--- config.mk ---
export PLATFORM = sky130hd
export DESIGN_NAME = heater_adc_scheduler
export DESIGN_NICKNAME = d
export VERILOG_FILES = /design/src/rtl/heater_adc_scheduler.sv
export SDC_FILE = /design/constraint.sdc
export NUM_CORES = 1
export LEC_CHECK = 0
export ABC_AREA = 1
export CORE_ASPECT_RATIO = 0.7
export CORE_MARGIN = 3
export CORE_UTILIZATION = 52
export CTS_CLUSTER_SIZE = 8
export DETAILED_ROUTE_END_ITERATION = 8
export PLACE_DENSITY_LB_ADDON = 0.12
export SLEW_MARGIN = 15
export SYNTH_ARGS = -nofsm -noshare
export SYNTH_HDL_FRONTEND = slang
export SYNTH_SLANG_ARGS = --single-unit
--- constraint.sdc ---
create_clock -name clk -period 2.21 [get_ports clk]
set_input_delay 0.442 -clock clk [delete_from_list [all_inputs] [get_ports clk]]
set_output_delay 0.442 -clock clk [all_outputs]
set_load 0.01 [all_outputs]
--- src/rtl/heater_adc_scheduler.sv ---
// Round-robin scheduler that time-shares one 12-bit thermistor ADC across NUM_CH heater
// channels, publishing per-channel readings and forcing faulted channels to a safe zero.
module heater_adc_scheduler #(
    parameter int          NUM_CH         = 2,
    parameter int          SETTLE_CYCLES  = 64,
    parameter int          TIMEOUT_CYCLES = 4096,
    parameter logic [11:0] LOW_LIM        = 12'd16,
    parameter logic [11:0] HIGH_LIM       = 12'd4080,
    localparam int         CW             = (NUM_CH > 1) ? $clog2(NUM_CH) : 1
) (
    input  logic                 clk,
    input  logic                 rst,
    input  logic                 enable,
    input  logic [NUM_CH-1:0]    ch_mask,
    input  logic [NUM_CH-1:0]    fault_clr,
    output logic [CW-1:0]        adc_sel,
    output logic                 adc_start,
    input  logic                 adc_done,
    input  logic [11:0]          adc_data,
    output logic [NUM_CH*12-1:0] temp_out,
    output logic [NUM_CH-1:0]    temp_valid,
    output logic [NUM_CH-1:0]    fault,
    output logic                 busy
);

    localparam int CNT_MAX = (SETTLE_CYCLES > TIMEOUT_CYCLES) ? SETTLE_CYCLES : TIMEOUT_CYCLES;
    localparam int CNT_W   = $clog2(CNT_MAX + 1);
    localparam logic [CNT_W-1:0] SETTLE_LAST  = CNT_W'(SETTLE_CYCLES - 1);
    localparam logic [CNT_W-1:0] TIMEOUT_LAST = CNT_W'(TIMEOUT_CYCLES - 1);

    typedef enum logic [2:0] {
        ST_IDLE,
        ST_SETTLE,
        ST_START,
        ST_WAIT,
        ST_STORE
    } state_t;

    state_t           state, state_nxt;
    logic [CNT_W-1:0] cnt;
    logic [CW-1:0]    sel;
    logic [CW-1:0]    rr_ptr;
    logic [CW-1:0]    rr_nxt;
    logic [CW-1:0]    cand;
    logic [CW-1:0]    next_sel;
    logic             next_found;
    logic [11:0]      data_q;
    logic             go;
    logic             timeout;
    logic             store_en;
    logic             store_fault;

    // Search starts at rr_ptr (one past the last serviced channel), wrapping.
    always_comb begin
        // NOTE: every always_comb output gets a default first so no path can infer a latch.
        next_sel   = rr_ptr;
        next_found = 1'b0;
        cand       = '0;
        for (int k = 0; k < NUM_CH; k++) begin
            cand = CW'((int'(rr_ptr) + k) % NUM_CH);
            if (!next_found && ch_mask[cand]) begin
                next_found = 1'b1;
                next_sel   = cand;
            end
        end
    end

    assign rr_nxt  = CW'((int'(sel) + 1) % NUM_CH);
    assign go      = enable && next_found;
    assign timeout = (state == ST_WAIT) && !adc_done && (cnt == TIMEOUT_LAST);

    always_comb begin
        store_en    = 1'b0;
        store_fault = 1'b0;
        if (state == ST_STORE) begin
            store_en    = 1'b1;
            store_fault = (data_q <= LOW_LIM) || (data_q >= HIGH_LIM);
        end else if (timeout) begin
            store_en    = 1'b1;
            store_fault = 1'b1;
        end
    end

    always_ff @(posedge clk or posedge rst) begin
        // NOTE: sequential state uses non-blocking assignments only, so every register
        // samples pre-edge values regardless of statement order.
        if (rst) state <= ST_IDLE;
        else     state <= state_nxt;
    end

    always_comb begin
        state_nxt = state;
        case (state)
            ST_IDLE:   if (go) state_nxt = ST_SETTLE;
            ST_SETTLE: if (cnt == SETTLE_LAST) state_nxt = ST_START;
            ST_START:  state_nxt = ST_WAIT;
            ST_WAIT: begin
                if (adc_done)     state_nxt = ST_STORE;
                else if (timeout) state_nxt = ST_IDLE;
            end
            ST_STORE:  state_nxt = ST_IDLE;
            default:   state_nxt = ST_IDLE;
        endcase
    end

    always_ff @(posedge clk or posedge rst) begin
        // NOTE: every register here is a small flop, so all of them are reset; nothing
        // in this block is a memory array that would need to stay unreset.
        if (rst) begin
            cnt        <= '0;
            sel        <= '0;
            rr_ptr     <= '0;
            data_q     <= '0;
            temp_out   <= '0;
            temp_valid <= '0;
            fault      <= '0;
        end else begin
            case (state)
                ST_IDLE: begin
                    if (go) begin
                        sel <= next_sel;
                        cnt <= '0;
                    end
                end
                ST_SETTLE: cnt <= cnt + 1'b1;
                ST_START:  cnt <= '0;
                ST_WAIT: begin
                    cnt <= cnt + 1'b1;
                    if (adc_done) data_q <= adc_data;
                end
                default: ;
            endcase

            if (store_en) rr_ptr <= rr_nxt;

            // A faulted channel holds zero; the clear and a new fault may coincide, set wins.
            for (int i = 0; i < NUM_CH; i++) begin
                temp_valid[i] <= store_en && (sel == CW'(i));
                fault[i]      <= (fault[i] && !fault_clr[i]) ||
                                 (store_en && (sel == CW'(i)) && store_fault);
                if (store_en && (sel == CW'(i))) begin
                    temp_out[i*12 +: 12] <= (store_fault || fault[i]) ? 12'd0 : data_q;
                end
            end
        end
    end

    assign adc_sel   = sel;
    assign adc_start = (state == ST_START);
    assign busy      = (state != ST_IDLE);

endmodule

==> results of run 1 <==
synth_stat cells (3+ instances only):
cell and count:
a21oi_1 4, buf_2 5, dfrtp_1 58, inv_1 39, nand2_1 125, nand2_4 3, nand3_1 11, nor2_1 47
o21ai_0 22, o22ai_1 7, xor2_1 6
per-stage QoR:
stage	total power, uW	setup WS [ps]
after CTS	4060	108
after floorplan	2440	340
final	4030	117
after global routing	4340	9.37
after detailed placement	3180	73.3
after global placement	3150	157
flip-flops by register name (all words and copies together) (netlist names):
| signal | flops |
|---|---|
| adc_sel | 1 |
| rr_ptr | 1 |
| temp_out | 24 |
| temp_valid | 2 |
| cnt | 13 |
| data_q | 12 |
| fault | 2 |
| state | 3 |
layout make-up:
class	count	area, um^2
flip-flops and latches	58	1450
well taps	69	86.3
repair buffers	54	543
clock inverters	3	15.0
clock buffers	12	155
fillers	415	1440
inverters	42	158
multi-input cells	241	1090
cells by family (layout without fill, tap and decap cells):
group	after synthesis	after routing	share of synthesized area [%]
buffers and inverters	50	111	7.59
and+or+nand+nor	199	199	30.4
DFF	58	58	52.8
AOI/OAI and AO/OA	34	34	6.55
xor gates and xnor gates	7	7	2.23
adders and majority gates	1	1	0.455
worst register-to-register path, cell delays in order (launching register included):
cell and delay (ps):
dfrtp_1 420, ha_1 220, inv_1 80, nor2_2 60, and2_4 170, nand3_4 80, nand2_1 80, nor2_1 610
nand2_1 160, nand2_1 90
worst paths after layout:
| kind | startpoint | to | slack [ps] | cells past startpoint |
|---|---|---|---|---|
| max | state[2] | adc_start | 120 | 4 |
| min | temp_out[23] | temp_out[23] | 480 | 2 |
| max reg2reg | cnt[1] | temp_out[12] | 180 | 9 |
| min reg2reg | temp_out[23] | temp_out[23] | 480 | 2 |
| max in group asynchronous | rst | temp_out[6] | 1470 | 3 |
| min in group asynchronous | rst | cnt[9] | 490 | 3 |
where the power goes:
part	internal (uW)	switching, uW
clock	456	395
sequential	1420	233
combinational	671	855
total	2550	1480
layer usage:
layer | GRT usage, % | share of wire, % | vias to the layer above
met5 | 0 | 0 | -
met3 | 8.69 | 8.4 | 8
met1 | 36.8 | 53 | 1082
met2 | 28.0 | 37 | 98
met4 | 6.76 | 1.3 | 0
li1 | - | - | 1192
==> flow_summary.yaml, run 1 <==
run_status:
  status: "finished clean"
logic_synthesis:
  synth_top_area_share_pct: 52.8
  synth_area_um2: 2750
  synth_edf_count: 0
  ys_warn_count: 0
  syn-num-nets: 370
  synthArstFlopShare_pct: 100
  seq_area_frac_synth_pct: 52.8
  yosys.area.top_type: "dfrtp_1"
  avgSynthCellArea_um2: 7.88
  yosysUniqueCellTypes: 27
  netlist_instances: 349
  synth-main-ff-cell: "dfrtp_1"
  ys_ff_latch: 58
  synth.area.top_cells: "dfrtp_1, nand2_1, nor2_1"
cells_and_area:
  drive_gt1_share_pct: 7.56
  antennaDiodeCount: 0
  final_cell_mix: "nand2_1, dfrtp_1, clkdlybuf4s50_1"
  fin_cells: 479
  fin_util_pct: 70.8
  area_delta_synth_final_pct: 27.2
  nets: 427
  final_area_um2: 3500
  final_common_cell: "nand2_1"
place:
  place_area_um2: 3330
  io_buffers: 50
  dpl.hpwl_mm: 4.65
  gp_congestion: 0.918
  place_inst: 464
routing:
  firstDrtPassIters: 5
  final_antenna_net_count: 0
  drc_errors: 0
  via_per_inst: 4.97
  drt_iter0_drc: 260
  drt-total-wl_mm: 6.40
  routedWlPerCell_um: 13.4
  vias: 2380
worst_setup_path:
  cp.required_ps: 1770
  end_kind: "output pin"
  crit_family: "buffers and inverters"
  cp_num_buf_inv: 2
  slowest_delay_ps: 540
  arrival_ps: 1650
  worstSetupStartpointType: "register"
  criticalPathCategory: "reg2out"
  cp_common_cell: "nor2_1"
  crit_slowest_cell: "clkdlybuf4s50_1"
  crit_path_max_fanout: 3
  crit_chain: "nor2_1, inv_1, nor2_1, clkdlybuf4s50_1"
sta:
  finalSetupViolCount: 0
  post-route-period-util_pct: 94.7
  worst_pin_slew_ps: 793
  final-hold-violation-count: 0
  holdWs_ps: 479
  period_minus_slack_ps: 2090
  fmax_mhz: 478
  report.final.slew_viol_count: 0
  relSlewSlack_pct: 47.0
  fin_tns_setup_ps: 0
  skew_ps: 8.43
  rsz0062_at_grt: "false"
clocking:
  cts_tree: "built"
  ctsLongestPathBuffers: 2
  ctsHtreeMaxLevel: 3
  post_cts_buffers: 0
  clkLatencyLatePin_ps: 330
  cts_made_buffers: 9
  cts_root_buf: "clkbuf_8"
  cts_sinks: 58
  ctsHoldBuffers: 0
  clk_pin_slew_ps: 60
  cts_resized: 0
floorplan:
  die_h_um: 66.9
  design.core.area_um2: 4940
  start_util_pct: 55.7
  io-pin-count: 51
  dieArea_um2: 6210
  num_rows: 21
  die_w_um: 92.9
global_route:
  grt_pass1_vias: 2148
  grt_max_degree: 59
  grt_pass1_wl_mm: 10.7
  overflow: 0
  antenna_found_initial: 0
  gr-usage-all-layers_pct: 23.1
power:
  power.density_nw_per_um2: 1150
  ir_worst_vdd_uv: 847
  p_leak_uw: 0.00172
run:
  cap_viol_max_count: 0
min_path:
  hold_path.class: "reg2reg"
Note: power is estimated with default switching activity, not from simulation.
==> inputs of run 2 (changes only) <==
--- a/config.mk
+++ b/config.mk
@@ -7,7 +7,6 @@
 export LEC_CHECK = 0
 export ABC_AREA = 1
 export CORE_ASPECT_RATIO = 0.7
-export CORE_MARGIN = 3
 export CORE_UTILIZATION = 52
 export CTS_CLUSTER_SIZE = 8
 export DETAILED_ROUTE_END_ITERATION = 8
==> run 2 against run 1 <==
  * Register-to-register slack got worse by 90 ps
  * Critical path depth rose by 5
  * Highest routed layer unchanged
  * First-iteration DRC count is 35% lower
  * Critical endpoint is now temp_out[16]
  * Non-clock buffer count is 2 lower
==> flow_summary.yaml, run 2 (synthesized netlist as in run 1, its figures left out) <==
floorplan:
  design.core.area_um2: 4940
  die_w_um: 88.9
  dieArea_um2: 5590
  num_rows: 21
  start_util_pct: 55.7
  die_h_um: 62.9
  io-pin-count: 51
routing:
  vias: 2386
  drc_errors: 0
  drt-total-wl_mm: 6.49
  final_antenna_net_count: 0
  drt_iter0_drc: 169
  via_per_inst: 5.00
  routedWlPerCell_um: 13.6
  firstDrtPassIters: 5
worst_setup_path:
  worstSetupStartpointType: "register"
  arrival_ps: 2390
  cp_common_cell: "nand2_1"
  cp_num_buf_inv: 1
  crit_path_max_fanout: 12
  crit_chain: "ha_1, inv_1, nor2_2, and2_4, nand3_4, nand2_1, nor2_1, nand2_1, nand2_1"
  crit_family: "simple AND/OR/NAND/NOR gates"
  end_kind: "register"
  slowest_delay_ps: 640
  criticalPathCategory: "reg2reg"
  crit_slowest_cell: "nor2_1"
  cp.required_ps: 2480
cells_and_area:
  nets: 425
  antennaDiodeCount: 0
  final_area_um2: 3480
  multi_input_area_um2: 1090
  reg.largest.list: "temp_out (24), cnt (13), data_q (12)"
  largest_reg_flops: 24
  fin_util_pct: 70.5
  final_cell_mix: "nand2_1, dfrtp_1, clkdlybuf4s50_1"
  drive_gt1_share_pct: 7.11
  fill_cells: 431
  final_common_cell: "nand2_1"
  area_delta_synth_final_pct: 26.6
  seqCellArea_um2: 1450
  top_register: "temp_out"
  fin_cells: 477
power:
  power.density_nw_per_um2: 1160
  ir_worst_vdd_uv: 700
  p_leak_uw: 0.00171
sta:
  relSlewSlack_pct: 44.4
  post-route-period-util_pct: 95.8
  final-hold-violation-count: 0
  report.final.slew_viol_count: 0
  skew_ps: 5.29
  fin_tns_setup_ps: 0
  rsz0062_at_grt: "true"
  period_minus_slack_ps: 2120
  fmax_mhz: 472
  finalSetupViolCount: 0
  worst_slack_ps: 92.5
  worst_pin_slew_ps: 830
min_path:
  hold_path.class: "reg2reg"
clocking:
  cts_tree: "built"
  clkLatencyLatePin_ps: 330
  cts_root_buf: "clkbuf_8"
  cts_sinks: 58
  post_cts_buffers: 0
  ctsLongestPathBuffers: 2
  clk_pin_slew_ps: 60
  ctsHtreeMaxLevel: 3
  cts_made_buffers: 9
global_route:
  overflow: 0
  gr-usage-all-layers_pct: 27.0
  use_met1_pct: 42.6
  use_met2_pct: 33.8
  grt_pass1_vias: 2230
  top_usage_layer: "met1"
  grt_use_met3_pct: 10.6
  antenna_found_initial: 0
  grt_pass1_wl_mm: 11.1
  grt_max_degree: 59
place:
  pre_cts_ws_ps: 63.4
  io_buffers: 50
  place_inst: 462
  place_area_um2: 3310
  dpl.hpwl_mm: 4.55
  gp_congestion: 0.939
run:
  cap_viol_max_count: 0
run_status:
  status: "finished clean"
-- run 2: changes by cell type in the layout (fill, tap and decap cells not counted) --
cell,previous run,this run
buf_4,3,1
-- run 2: worst min-delay path, cell delays in order (launching register included) --
cell and delay, ps:
dfrtp_1 340, nand2_1 50, nand2_1 60
-- run 2: where the power goes --
| part | switching [uW] | internal, uW | total [uW] | leakage, uW |
|---|---|---|---|---|
| clock | 400 | 456 | 855 | 0.0000920 |
| sequential | 234 | 1420 | 1660 | 0.000760 |
| combinational | 867 | 652 | 1520 | 0.000861 |
-- run 2: cell type report --
type	instances	area share, %
timing repair buffer	52	15.2
multi-input combinational	241	31.3
inverter	42	4.52
clock buffer	12	4.45
sequential	58	41.7
tap	69	2.48
clock inverter	3	0.431
-- run 2: final timing paths --
| kind | slack [ps] | from | end | depth (start not counted) |
|---|---|---|---|---|
| worst max-delay path | 90 | cnt[1] | temp_out[16] | 9 |
| worst min-delay path | 480 | temp_out[16] | temp_out[16] | 2 |
| worst max register to register | 90 | cnt[1] | temp_out[16] | 9 |
| worst min register to register | 480 | temp_out[16] | temp_out[16] | 2 |
| max in group asynchronous | 1470 | rst | data_q[3] | 3 |
| min in group asynchronous | 490 | rst | temp_out[20] | 3 |
-- run 2: metal layers --
metal	up-vias	share of wire (%)
met3	8	8.9
li1	1187	-
met5	-	0
met4	0	1.2
met2	89	40
met1	1102	50
-- run 2: what timing repair did --
action / 4_1_cts / 5_1_grt
hold buffers: 0 / 0
endpoints found under the setup margin: 0 / 8
resized for setup: 0 / 0
-- run 2: metrics by stage --
stage / total power [uW] / hold WS, ps
5_1_grt: 4330 / 497
4_1_cts: 4050 / 482
3_3_place_gp: 3120 / 463
3_5_place_dp: 3160 / 464
6_report: 4030 / 477
2_1_floorplan: 2440 / 467
==> inputs of run 3 (changes only) <==
--- a/config.mk
+++ b/config.mk
@@ -7,9 +7,11 @@
 export LEC_CHECK = 0
 export ABC_AREA = 1
 export CORE_ASPECT_RATIO = 0.7
+export CORE_MARGIN = 2
 export CORE_UTILIZATION = 52
 export CTS_CLUSTER_SIZE = 8
 export DETAILED_ROUTE_END_ITERATION = 8
+export GPL_TIMING_DRIVEN = 0
 export PLACE_DENSITY_LB_ADDON = 0.12
 export SLEW_MARGIN = 15
 export SYNTH_ARGS = -nofsm -noshare
==> run 3 against run 2 <==
  * First-iteration DRC count grew 47%
  * Cell count grew 2.1%
  * Utilization fell by 1.7 points
==> flow_summary.yaml, run 3 (synthesized netlist as in run 1, its figures left out) <==
run_status:
  status: "finished clean"
worst_setup_path:
  end_kind: "output pin"
  criticalPathCategory: "reg2out"
  cp.required_ps: 1770
  arrival_ps: 1620
  r2r_cells: 10
  rrSetupSlack_ps: 310
  r2r_end: "temp_out[15]"
  worstSetupStartpointType: "register"
  crit_path_max_fanout: 3
  r2r_start: "cnt[0]"
  slowest_delay_ps: 530
  crit_chain: "nor2_1, inv_1, nor2_1, clkdlybuf4s50_1"
  cp_common_cell: "nor2_1"
  crit_slowest_cell: "clkdlybuf4s50_1"
place:
  pre_cts_ws_ps: 137
  place_inst: 471
  io_buffers: 50
  gp_congestion: 0.931
  dpl.hpwl_mm: 4.68
sta:
  relSlewSlack_pct: 53.6
  fin_tns_setup_ps: 0
  post-route-period-util_pct: 93.3
  rsz0062_at_grt: "false"
  report.final.slew_viol_count: 0
  fmax_mhz: 485
  skew_ps: 8.64
  finalSetupViolCount: 0
  period_minus_slack_ps: 2060
  final-hold-violation-count: 0
  worst_pin_slew_ps: 696
  worst_slack_ps: 148
min_path:
  whs_endpoint: "temp_out[13]"
  worstHoldStart: "temp_out[13]"
  hold_path.class: "reg2reg"
  whs_path_depth: 2
global_route:
  grt_use_met3_pct: 6.98
  grt_pass1_vias: 2238
  use_met1_pct: 34.7
  top_usage_layer: "met1"
  grt_max_degree: 59
  antenna_found_initial: 0
  overflow: 0
  gr-usage-all-layers_pct: 23.5
  grt_pass1_wl_mm: 10.7
  use_met2_pct: 32.5
cells_and_area:
  seqCellArea_um2: 1450
  fill_cells: 460
  top_register: "temp_out"
  final_common_cell: "nand2_1"
  final_cell_mix: "nand2_1, dfrtp_1, clkdlybuf4s50_1"
  area_delta_synth_final_pct: 29.5
  drive_gt1_share_pct: 8.67
  largest_reg_flops: 24
  nets: 431
  fin_cells: 487
  multi_input_area_um2: 1090
  antennaDiodeCount: 0
  reg.largest.list: "temp_out (24), cnt (13), data_q (12)"
power:
  p_leak_uw: 0.00174
  total_power_uw: 4220
  power.density_nw_per_um2: 1180
  seq_power_share_pct: 39.3
  comb_power_share_pct: 35.1
  switchingPower_uw: 1520
  ir_worst_vdd_uv: 888
  switching_share_pct: 35.9
  clock_power_share_pct: 25.6
  power.internal_uw: 2700
routing:
  drc_errors: 0
  via_per_inst: 4.99
  vias: 2431
  drt-total-wl_mm: 6.43
  drt_iter0_drc: 249
  routedWlPerCell_um: 13.2
  firstDrtPassIters: 4
  final_antenna_net_count: 0
floorplan:
  start_util_pct: 53.2
  io-pin-count: 51
  design.core.area_um2: 5170
  dieArea_um2: 5900
  num_rows: 22
  die_w_um: 90.9
  die_h_um: 64.9
clocking:
  post_cts_buffers: 0
  cts_sinks: 58
  cts_root_buf: "clkbuf_8"
  clkLatencyLatePin_ps: 340
  ctsHtreeMaxLevel: 3
  clk_pin_slew_ps: 70
  cts_made_buffers: 9
  ctsLongestPathBuffers: 2
  cts_tree: "built"
  cts_resized: 0
  ctsHoldBuffers: 0
run:
  cap_viol_max_count: 0
[run 3: cell types whose count changed in the layout (fill, tap and decap cells not counted)]
cell | before | now
clkbuf_8 | 11 | 9
clkinv_4 | 0 | 1
buf_12 | 1 | 0
clkinvlp_4 | 0 | 2
buf_2 | 0 | 5
bufinv_16 | 0 | 2
inv_2 | 3 | 2
buf_4 | 1 | 0
buf_6 | 0 | 2
inv_4 | 0 | 1
clkinv_2 | 3 | 2
[run 3: worst max path at each step]
stage	start	to
after detailed placement	ch_mask[0]	cnt[12]
after CTS	state[2]	adc_start
after floorplan	rst	adc_sel
final	state[2]	adc_start
after global routing	state[2]	adc_start
after global placement	rst	temp_out[1]
[run 3: power by group through the flow]
stage | combinational (uW) | clock, uW | sequential (uW)
2_1_floorplan | 719 | 0 | 1720
3_3_place_gp | 1440 | 0 | 1660
3_5_place_dp | 1480 | 0 | 1670
4_1_cts | 1490 | 1090 | 1660
5_1_grt | 1650 | 1150 | 1710
6_report | 1480 | 1080 | 1660
[run 3: per-layer routing]
layer / wire length (um) / share of wire [%]
met5: 0 / 0
met4: 62 / 0.96
met3: 515 / 8.0
met2: 2650 / 41
met1: 3200 / 50
[run 3: final cells by class]
| type | instances | share of cell area, % |
|---|---|---|
| Buffer | 8 | 1.44 |
| Clock buffer | 9 | 3.48 |
| Clock inverter | 7 | 2.63 |
| Inverter | 42 | 4.50 |
| Multi-Input combinational cell | 241 | 30.6 |
| Sequential cell | 58 | 40.7 |
| Tap cell | 72 | 2.53 |
| Timing Repair Buffer | 50 | 14.0 |
[run 3: worst max-delay path: cells and delay by family (launching register included)]
kind | cells | cell delay [ps]
flops | 1 | 420
simple gates | 2 | 260
buf+inv | 2 | 600
[run 3: metrics by stage]
stage | hold slack (ps) | cell area, um^2 | util (%)
after detailed placement | 464 | 3340 | 64.6
after CTS | 484 | 3560 | 68.8
after floorplan | 467 | 2750 | -
final | 477 | 3560 | 68.8
after global placement | 462 | 3340 | 64.6
after global routing | 503 | 3560 | 68.8
